<file path="src/rtl/audio_dac_tx.sv">
`default_nettype none
// ============================================================================
// Module      : audio_dac_tx
// Description : I2S serializer for the WM8731 DAC data pin. The codec owns
//               BCLK and DACLRCK; both are synchronized into clk. A small
//               stereo-pair FIFO absorbs producer jitter, and an empty FIFO
//               at a left-channel load produces silence plus an underrun
//               pulse.
// Revision    : 1.0 - initial release
// ============================================================================
module audio_dac_tx #(
  parameter int DATA_WIDTH = 16,
  parameter int FIFO_DEPTH = 8
) (
  input  logic                            clk,
  input  logic                            reset_n,
  input  logic                            enable,
  input  logic                            sample_valid,
  output logic                            sample_ready,
  input  logic [DATA_WIDTH-1:0]           sample_left,
  input  logic [DATA_WIDTH-1:0]           sample_right,
  input  logic                            aud_bclk,
  input  logic                            aud_daclrck,
  output logic                            aud_dacdat,
  output logic                            underrun,
  output logic [$clog2(FIFO_DEPTH+1)-1:0] fifo_level
);

  localparam int LVL_W = $clog2(FIFO_DEPTH + 1);
  localparam int PTR_W = $clog2(FIFO_DEPTH);

  // Synchronizers and BCLK edge history
  logic bclk_s1_q, bclk_s1_d, bclk_s2_q, bclk_s2_d, bclk_d1_q, bclk_d1_d;
  logic lrck_s1_q, lrck_s1_d, lrck_s2_q, lrck_s2_d;
  // Frame tracking
  logic lr_prev_q, lr_prev_d, lr_init_q, lr_init_d;
  logic pending_q, pending_d, chan_q, chan_d;
  // Serializer
  logic [DATA_WIDTH-1:0] shreg_q, shreg_d, right_hold_q, right_hold_d;
  logic dacdat_q, dacdat_d, underrun_q, underrun_d;
  // FIFO bookkeeping; storage word is {left, right}
  logic [PTR_W-1:0] wr_ptr_q, wr_ptr_d, rd_ptr_q, rd_ptr_d;
  logic [LVL_W-1:0] level_q, level_d;
  logic [2*DATA_WIDTH-1:0] mem_q [FIFO_DEPTH];
  logic [2*DATA_WIDTH-1:0] rd_pair;

  logic bclk_rise, bclk_fall, frame_edge, load, push, pop, fifo_empty;

  assign sample_ready = (level_q < LVL_W'(FIFO_DEPTH));
  assign fifo_level   = level_q;
  assign aud_dacdat   = dacdat_q;
  assign underrun     = underrun_q;
  assign rd_pair      = mem_q[rd_ptr_q];

  // Next-state logic for synchronizers, frame detection, serializer and FIFO
  always_comb begin
    bclk_s1_d    = aud_bclk;
    bclk_s2_d    = bclk_s1_q;
    bclk_d1_d    = bclk_s2_q;
    lrck_s1_d    = aud_daclrck;
    lrck_s2_d    = lrck_s1_q;

    bclk_rise    = bclk_s2_q & ~bclk_d1_q;
    bclk_fall    = ~bclk_s2_q & bclk_d1_q;
    push         = sample_valid & sample_ready;
    fifo_empty   = (level_q == '0);
    // The very first rising strobe only seeds lr_prev, so no edge before init.
    frame_edge   = bclk_rise & lr_init_q & (lrck_s2_q != lr_prev_q);
    load         = bclk_fall & pending_q;
    pop          = load & ~chan_q & enable & ~fifo_empty;

    lr_prev_d    = lr_prev_q;
    lr_init_d    = lr_init_q;
    pending_d    = pending_q;
    chan_d       = chan_q;
    shreg_d      = shreg_q;
    right_hold_d = right_hold_q;
    underrun_d   = 1'b0;
    dacdat_d     = shreg_q[DATA_WIDTH-1];

    if (bclk_rise) begin
      lr_prev_d = lrck_s2_q;
      lr_init_d = 1'b1;
    end
    if (frame_edge) begin
      pending_d = 1'b1;
      chan_d    = lrck_s2_q;
    end

    // Load one BCLK after the LRCK change so the MSB lands I2S-aligned.
    if (load) begin
      pending_d = 1'b0;
      if (!enable) begin
        shreg_d = '0;
      end else if (!chan_q) begin
        if (fifo_empty) begin
          shreg_d      = '0;
          right_hold_d = '0;
          underrun_d   = 1'b1;
        end else begin
          shreg_d      = rd_pair[2*DATA_WIDTH-1:DATA_WIDTH];
          right_hold_d = rd_pair[DATA_WIDTH-1:0];
        end
      end else begin
        shreg_d = right_hold_q;
      end
    end else if (bclk_fall) begin
      shreg_d = {shreg_q[DATA_WIDTH-2:0], 1'b0};
    end

    wr_ptr_d = push ? wr_ptr_q + PTR_W'(1) : wr_ptr_q;
    rd_ptr_d = pop  ? rd_ptr_q + PTR_W'(1) : rd_ptr_q;
    case ({push, pop})
      2'b10:   level_d = level_q + LVL_W'(1);
      2'b01:   level_d = level_q - LVL_W'(1);
      default: level_d = level_q;
    endcase
  end

  // State registers, all cleared by the asynchronous reset
  always_ff @(posedge clk or negedge reset_n) begin
    if (!reset_n) begin
      bclk_s1_q    <= 1'b0;
      bclk_s2_q    <= 1'b0;
      bclk_d1_q    <= 1'b0;
      lrck_s1_q    <= 1'b0;
      lrck_s2_q    <= 1'b0;
      lr_prev_q    <= 1'b0;
      lr_init_q    <= 1'b0;
      pending_q    <= 1'b0;
      chan_q       <= 1'b0;
      shreg_q      <= '0;
      right_hold_q <= '0;
      dacdat_q     <= 1'b0;
      underrun_q   <= 1'b0;
      wr_ptr_q     <= '0;
      rd_ptr_q     <= '0;
      level_q      <= '0;
    end else begin
      bclk_s1_q    <= bclk_s1_d;
      bclk_s2_q    <= bclk_s2_d;
      bclk_d1_q    <= bclk_d1_d;
      lrck_s1_q    <= lrck_s1_d;
      lrck_s2_q    <= lrck_s2_d;
      lr_prev_q    <= lr_prev_d;
      lr_init_q    <= lr_init_d;
      pending_q    <= pending_d;
      chan_q       <= chan_d;
      shreg_q      <= shreg_d;
      right_hold_q <= right_hold_d;
      dacdat_q     <= dacdat_d;
      underrun_q   <= underrun_d;
      wr_ptr_q     <= wr_ptr_d;
      rd_ptr_q     <= rd_ptr_d;
      level_q      <= level_d;
    end
  end

  // FIFO storage; contents are don't-care until the level says otherwise
  always_ff @(posedge clk) begin
    if (push) begin
      mem_q[wr_ptr_q] <= {sample_left, sample_right};
    end
  end

endmodule
`default_nettype wire

</file>
<file path="config.mk">
export PLATFORM = sky130hd
export DESIGN_NAME = audio_dac_tx
export DESIGN_NICKNAME = d
export VERILOG_FILES = /design/src/rtl/audio_dac_tx.sv
export SDC_FILE = /design/constraint.sdc
export NUM_CORES = 1
export LEC_CHECK = 0
export CORE_UTILIZATION = 40
export DETAILED_ROUTE_END_ITERATION = 7
export MAX_ROUTING_LAYER = met4
export PLACE_DENSITY_LB_ADDON = 0.12
export SLEW_MARGIN = 25
export SYNTH_ARGS = -nofsm -noshare
export SYNTH_HDL_FRONTEND = slang
export SYNTH_SLANG_ARGS = --single-unit
</file>
<file path="constraint.sdc">
create_clock -name clk -period 4.8 [get_ports clk]
set_input_delay 0.96 -clock clk [delete_from_list [all_inputs] [get_ports clk]]
set_output_delay 0.96 -clock clk [all_outputs]
set_load 0.05 [all_outputs]
</file>
==> impl_metrics.json, run 1 <==
{
  "leakage_nw": 4.78,
  "critPathTopFamily": "simple AND/OR/NAND/NOR gates",
  "fin_crit_sh": 0.650,
  "grt_usage": 0.165,
  "cts_setup_buffers": 0,
  "htree_levels": 1,
  "cts_buffers": 31,
  "ys_seq_elements": 309,
  "grt_start_max_net_pins": 56,
  "critPathLaunchType": "primary input",
  "yosys_warnings": 0,
  "p_sw_frac": 0.243,
  "drt-vias-per-instance": 5.38,
  "core_area_um2": 29600,
  "cp_cell_sequence": "clkdlybuf4s50_1 > nand4b_1 > or3_1 > inv_1 > ha_1 > xor2_1 > ha_1 > a21oi_1 > xor2_1 > nor2_1 > xor2_1",
  "arrival_ps": 3540,
  "cts_hold_buffers": 0,
  "diodes": 0,
  "yosys-top-cells-area": "edfxtp_1 64%, dfrtp_1 11%, mux4_2 6.4%",
  "dpl.hpwl_um": 14400,
  "ctsRootBufferMaster": "clkbuf_16",
  "drt-total-wl_um": 23700,
  "grt_pass1_wl_um": 37600,
  "first_pass_iters": 5,
  "max_stage_delay_ps": 500,
  "fp-row-count": 63,
  "synth_common_cells": "256 x edfxtp_1, 53 x dfrtp_1, 45 x o22ai_1",
  "yosysSeqAreaShare": 0.750,
  "fmax_mhz": 321,
  "async_flop_share": 0.172,
  "drive_gt1_frac": 0.192,
  "synthMostInstantiatedCell": "edfxtp_1",
  "pwr-share-clk": 0.385,
  "period_minus_slack_ps": 3120,
  "status": "finished, final reports clean",
  "critPathKind": "in2reg",
  "drcViolationCount": 0,
  "synth_top_area_frac": 0.639,
  "syn2layout_area_growth_pct": 16.2,
  "syn_nets": 713,
  "netlist_instances": 670,
  "synth_edf_count": 256,
  "initial_core_util": 0.406,
  "ant_nets": 0,
  "routedWlPerCell_um": 20.8,
  "drt_iter0_markers": 492,
  "cp.required_ps": 5230,
  "dieArea_um2": 30800,
  "combPwrFrac": 0.119,
  "pin_count": 45,
  "max-cap-violations": 0,
  "vdd_drop_max_mv": 0.210,
  "slowest_stage": "or3_1",
  "fin_skew_ps": 13.1,
  "synth_flop_cell": "edfxtp_1",
  "cp-end-kind": "flop",
  "setup_tns_ps": 0,
  "worst_slew_pin_slew_ps": 967,
  "grt_overflow": 0,
  "holdCritStartpoint": "lrck_s1_q",
  "numClockSinks": 309,
  "grt_setup_unrepaired": "no",
  "cts_buffer_depth": 3,
  "clk_pin_slew_worst_paths_ps": 60,
  "hold_violations": 0,
  "setup_violations": 0,
  "gp_congestion": 0.783,
  "reg2reg_from": "bclk_d1_d",
  "cts_resized": 0,
  "power_density_nw_per_um2": 451,
  "intPower_mw": 4.77,
  "synth_area_um2": 12000,
  "placed_cells": 1082,
  "synth_area_per_cell_um2": 17.9,
  "nNetsFinal": 768,
  "vias": 6129,
  "utilization": 0.472,
  "cp.buffers_inverters": 2,
  "insertion_delay_ps": 550,
  "grt_pass1_vias": 6384,
  "die_y_um": 175,
  "cp_max_fo": 6,
  "p_sw_mw": 1.53,
  "grt_antenna_before_repair": 0,
  "sequentialPowerShare": 0.496,
  "yosysTopAreaCell": "edfxtp_1",
  "die_x_um": 175,
  "relSlewSlack": 0.354,
  "slew_viol_final": 0,
  "port_buffers": 44,
  "min_path_type": "reg2reg",
  "path_common_cell": "xor2_1",
  "synth_cell_types": 37,
  "cts_tree": "built",
  "stdcell_count": 1140,
  "startpoint": "enable"
}
==> sequential cells by signal (all words and copies together), names as in the netlist <==
name / count
aud_dacdat: 1
bclk_d1_d: 1
bclk_d1_q: 1
bclk_s1_q: 1
chan_q: 1
fifo_level: 4
lr_init_q: 1
lr_prev_q: 1
lrck_s1_q: 1
lrck_s2_q: 1
mem_q: 256
pending_q: 1
rd_ptr_q: 3
right_hold_q: 16
shreg_q: 16
underrun: 1
wr_ptr_q: 3
==> cell families after synthesis <==
| group | Yosys count | synth area share |
|---|---|---|
| DFF | 309 | 0.750 |
| muxes | 83 | 0.106 |
| xor gates and xnor gates | 11 | 0.00801 |
| AOI/OAI and AO/OA | 131 | 0.0725 |
| adders and majority gates | 5 | 0.00520 |
| buffers and inverters | 44 | 0.0197 |
| and+or+nand+nor | 87 | 0.0387 |
==> power groups by stage <==
stage	Sequential (mW)	Clock [mW]	Combinational, mW
2_1_floorplan	3.14	0	0.527
3_3_place_gp	3.18	0	0.766
3_5_place_dp	3.18	0	0.771
4_1_cts	3.13	2.49	0.769
5_1_grt	3.14	2.59	0.831
6_report	3.13	2.43	0.751
==> through the flow <==
| stage | power [mW] | worst slack (ps) | cell area, um2 | hold slack, ps |
|---|---|---|---|---|
| 2_1_floorplan | 3.67 | 689 | 12000 | 331 |
| 3_3_place_gp | 3.95 | 1240 | 12900 | 342 |
| 3_5_place_dp | 3.95 | 1200 | 12900 | 340 |
| 4_1_cts | 6.38 | 1770 | 14000 | 353 |
| 5_1_grt | 6.57 | 1560 | 14000 | 354 |
| 6_report | 6.30 | 1680 | 14000 | 351 |
==> layer usage <==
metal | part of all wire | global-route usage | vias up
met5 | 0 | - | -
met1 | 0.46 | 0.227 | 3194
li1 | - | - | 2783
met2 | 0.48 | 0.260 | 119
met4 | 0.015 | 0.0417 | 0
met3 | 0.036 | 0.0229 | 33
==> final timing paths <==
check / depth (start not counted) / endpoint / slack, ps
hold reg to reg: 0 / lrck_s2_q / 350
min in group asynchronous: 2 / right_hold_q[10] / 530
max in group asynchronous: 2 / rd_ptr_q[2] / 3740
hold / removal: 0 / lrck_s2_q / 350
setup reg to reg: 10 / fifo_level[2] / 2070
setup / recovery: 11 / fifo_level[2] / 1680
==> placed cells by master, fill, tap and decap left out, types with 7 or more instances in the layout <==
master	synthesis	final
o21ai_0	27	27
mux2_2	18	18
o22ai_1	45	45
dfrtp_1	53	50
a21oi_1	7	7
buf_4	7	17
a21oi_2	10	10
edfxtp_1	256	256
a21o_1	15	15
mux2i_1	31	31
mux4_2	34	34
clkbuf_16	0	31
nand2b_1	9	9
and3_1	15	15
a221o_1	16	16
o21ai_1	8	8
nand2_1	25	25
and2_1	15	15
clkdlybuf4s50_1	0	43
==> area by class of cell <==
| cell class | count | area, um2 |
|---|---|---|
| multi-input cells | 317 | 2830 |
| clock buffers | 37 | 828 |
| well taps | 390 | 488 |
| inverters | 5 | 18.8 |
| fillers | 2536 | 15700 |
| clock inverters | 21 | 221 |
| flip-flops and latches | 309 | 9020 |
| repair buffers | 61 | 563 |
No activity file was read; power rests on OpenSTA's default activity.
==> run 2, diff against run 1 <==
==> constraint.sdc (replaced) <==
create_clock -name clk -period 3.1 [get_ports clk]
set_input_delay 0.62 -clock clk [delete_from_list [all_inputs] [get_ports clk]]
set_output_delay 0.62 -clock clk [all_outputs]
set_load 0.05 [all_outputs]
==> impl_metrics.json, run 2 (synthesized netlist as in run 1, its figures left out) <==
{
  "drcViolationCount": 0,
  "numClockSinks": 309,
  "gp_congestion": 0.792,
  "dieArea_um2": 30800,
  "routedWlPerCell_um": 21.7,
  "core_area_um2": 29600,
  "ctsRootBufferMaster": "clkbuf_16",
  "fin_crit_sh": 0.789,
  "critPathKind": "reg2out",
  "cp.buffers_inverters": 2,
  "placed_cells": 1092,
  "fin_skew_ps": 14.4,
  "initial_core_util": 0.406,
  "die_y_um": 175,
  "hold_violations": 0,
  "die_x_um": 175,
  "stdcell_count": 1154,
  "largest_reg_flops": 256,
  "syn2layout_area_growth_pct": 17.1,
  "final_cell_mix": "256 x edfxtp_1, 50 x dfrtp_1, 45 x o22ai_1",
  "worst_slew_pin_slew_ps": 1030,
  "reg.largest.list": "mem_q (256), right_hold_q (16), shreg_q (16)",
  "num-fill-cells": 2535,
  "grt_overflow": 0,
  "grt_start_max_net_pins": 46,
  "first_pass_iters": 4,
  "setup_tns_ps": 0,
  "arrival_ps": 1820,
  "setup_violations": 0,
  "critPathTopFamily": "buffers and inverters",
  "status": "finished, final reports clean",
  "slew_viol_final": 0,
  "grt_antenna_before_repair": 0,
  "relSlewSlack": 0.313,
  "vias": 6208,
  "cp-end-kind": "primary output",
  "max-cap-violations": 0,
  "grt_pass1_vias": 6653,
  "pin_count": 45,
  "grt_setup_unrepaired": "no",
  "htree_levels": 2,
  "dpl.hpwl_um": 14900,
  "cts_buffers": 34,
  "multi_input_area_um2": 2850,
  "insertion_delay_ps": 500,
  "power_density_nw_per_um2": 694,
  "seqCellArea_um2": 9020,
  "slowest_stage": "clkdlybuf4s50_1",
  "period_minus_slack_ps": 2440,
  "cts_hold_buffers": 0,
  "fp-row-count": 63,
  "grt_pass1_wl_um": 39500,
  "cts_setup_buffers": 0,
  "layout_commonest_cell": "edfxtp_1",
  "clk_pin_slew_worst_paths_ps": 60,
  "drive_gt1_frac": 0.192,
  "drt-vias-per-instance": 5.38,
  "vdd_drop_max_mv": 0.321,
  "cp.required_ps": 2480,
  "cp_cell_sequence": "inv_1 > clkdlybuf4s50_1",
  "fmax_mhz": 409,
  "drt_iter0_markers": 341,
  "ant_nets": 0,
  "leakage_nw": 4.84,
  "cts_tree": "built",
  "whs_ps": 224,
  "min_path_type": "in2async",
  "cp_max_fo": 4,
  "grt_usage": 0.177,
  "drt-total-wl_um": 25000,
  "nNetsFinal": 781,
  "max_flop_register": "mem_q",
  "max_stage_delay_ps": 800,
  "critPathLaunchType": "flop",
  "cts_buffer_depth": 3,
  "cts_resized": 0,
  "port_buffers": 44,
  "diodes": 0
}
-- run 2: cell count changes in the layout (fill, tap and decap cells not counted), moves of 3 or more --
cell	previous run	this run
buf_4	17	24
clkbuf_8	3	0
clkinv_1	4	13
buf_12	0	3
clkinvlp_4	4	0
clkbuf_16	31	34
-- run 2: area by class of cell --
cell class / count / area share
flip-flops and latches: 309 / 0.640
multi-input cells: 317 / 0.202
clock buffers: 39 / 0.0617
repair buffers: 71 / 0.0480
well taps: 390 / 0.0346
clock inverters: 23 / 0.0119
inverters: 5 / 0.00133
-- run 2: power breakdown --
| part | leakage (nW) | switching, mW | internal, mW |
|---|---|---|---|
| clock network | 0.509 | 1.56 | 2.19 |
| registers | 2.98 | 0.219 | 4.66 |
| logic | 1.34 | 0.644 | 0.514 |
-- run 2: worst reg2reg max path: cells and delay by family, from the launching register on --
family	cells	cell delay (ps)
AO/OA/AOI/OAI	1	150
AND/OR/NAND/NOR	3	720
flip-flops	1	470
buffers and inverters	1	140
adder cells (fa/ha/maj)	2	390
XOR/XNOR	3	370
-- run 2: final timing paths --
| kind | endpoint | cells after the start | slack (ps) | from |
|---|---|---|---|---|
| min reg2reg | bclk_d1_d | 0 | 360 | bclk_s1_q |
| min | wr_ptr_q[1] | 1 | 220 | reset_n |
| min in group clk | bclk_d1_d | 0 | 360 | bclk_s1_q |
| max reg2reg | fifo_level[2] | 10 | 740 | bclk_d1_d |
| max | sample_ready | 2 | 660 | fifo_level[3] |
| max in group asynchronous | right_hold_q[2] | 2 | 2080 | reset_n |
-- run 2: metal layers --
metal	GRT usage	up-vias	wire length, um
met5	-	-	0
met4	0.0449	0	397
met3	0.0284	39	967
met2	0.284	111	12400
met1	0.235	3255	11200
li1	-	2803	-
-- run 2: stage by stage --
| stage | total power, mW | worst slack [ps] | area [um2] | util |
|---|---|---|---|---|
| 2_1_floorplan | 5.69 | 174 | 12000 | - |
| 3_3_place_gp | 6.13 | 267 | 13000 | 0.440 |
| 3_5_place_dp | 6.15 | 216 | 13100 | 0.440 |
| 4_1_cts | 9.93 | 631 | 14100 | 0.475 |
| 5_1_grt | 10.2 | 468 | 14100 | 0.475 |
| 6_report | 9.78 | 656 | 14100 | 0.475 |
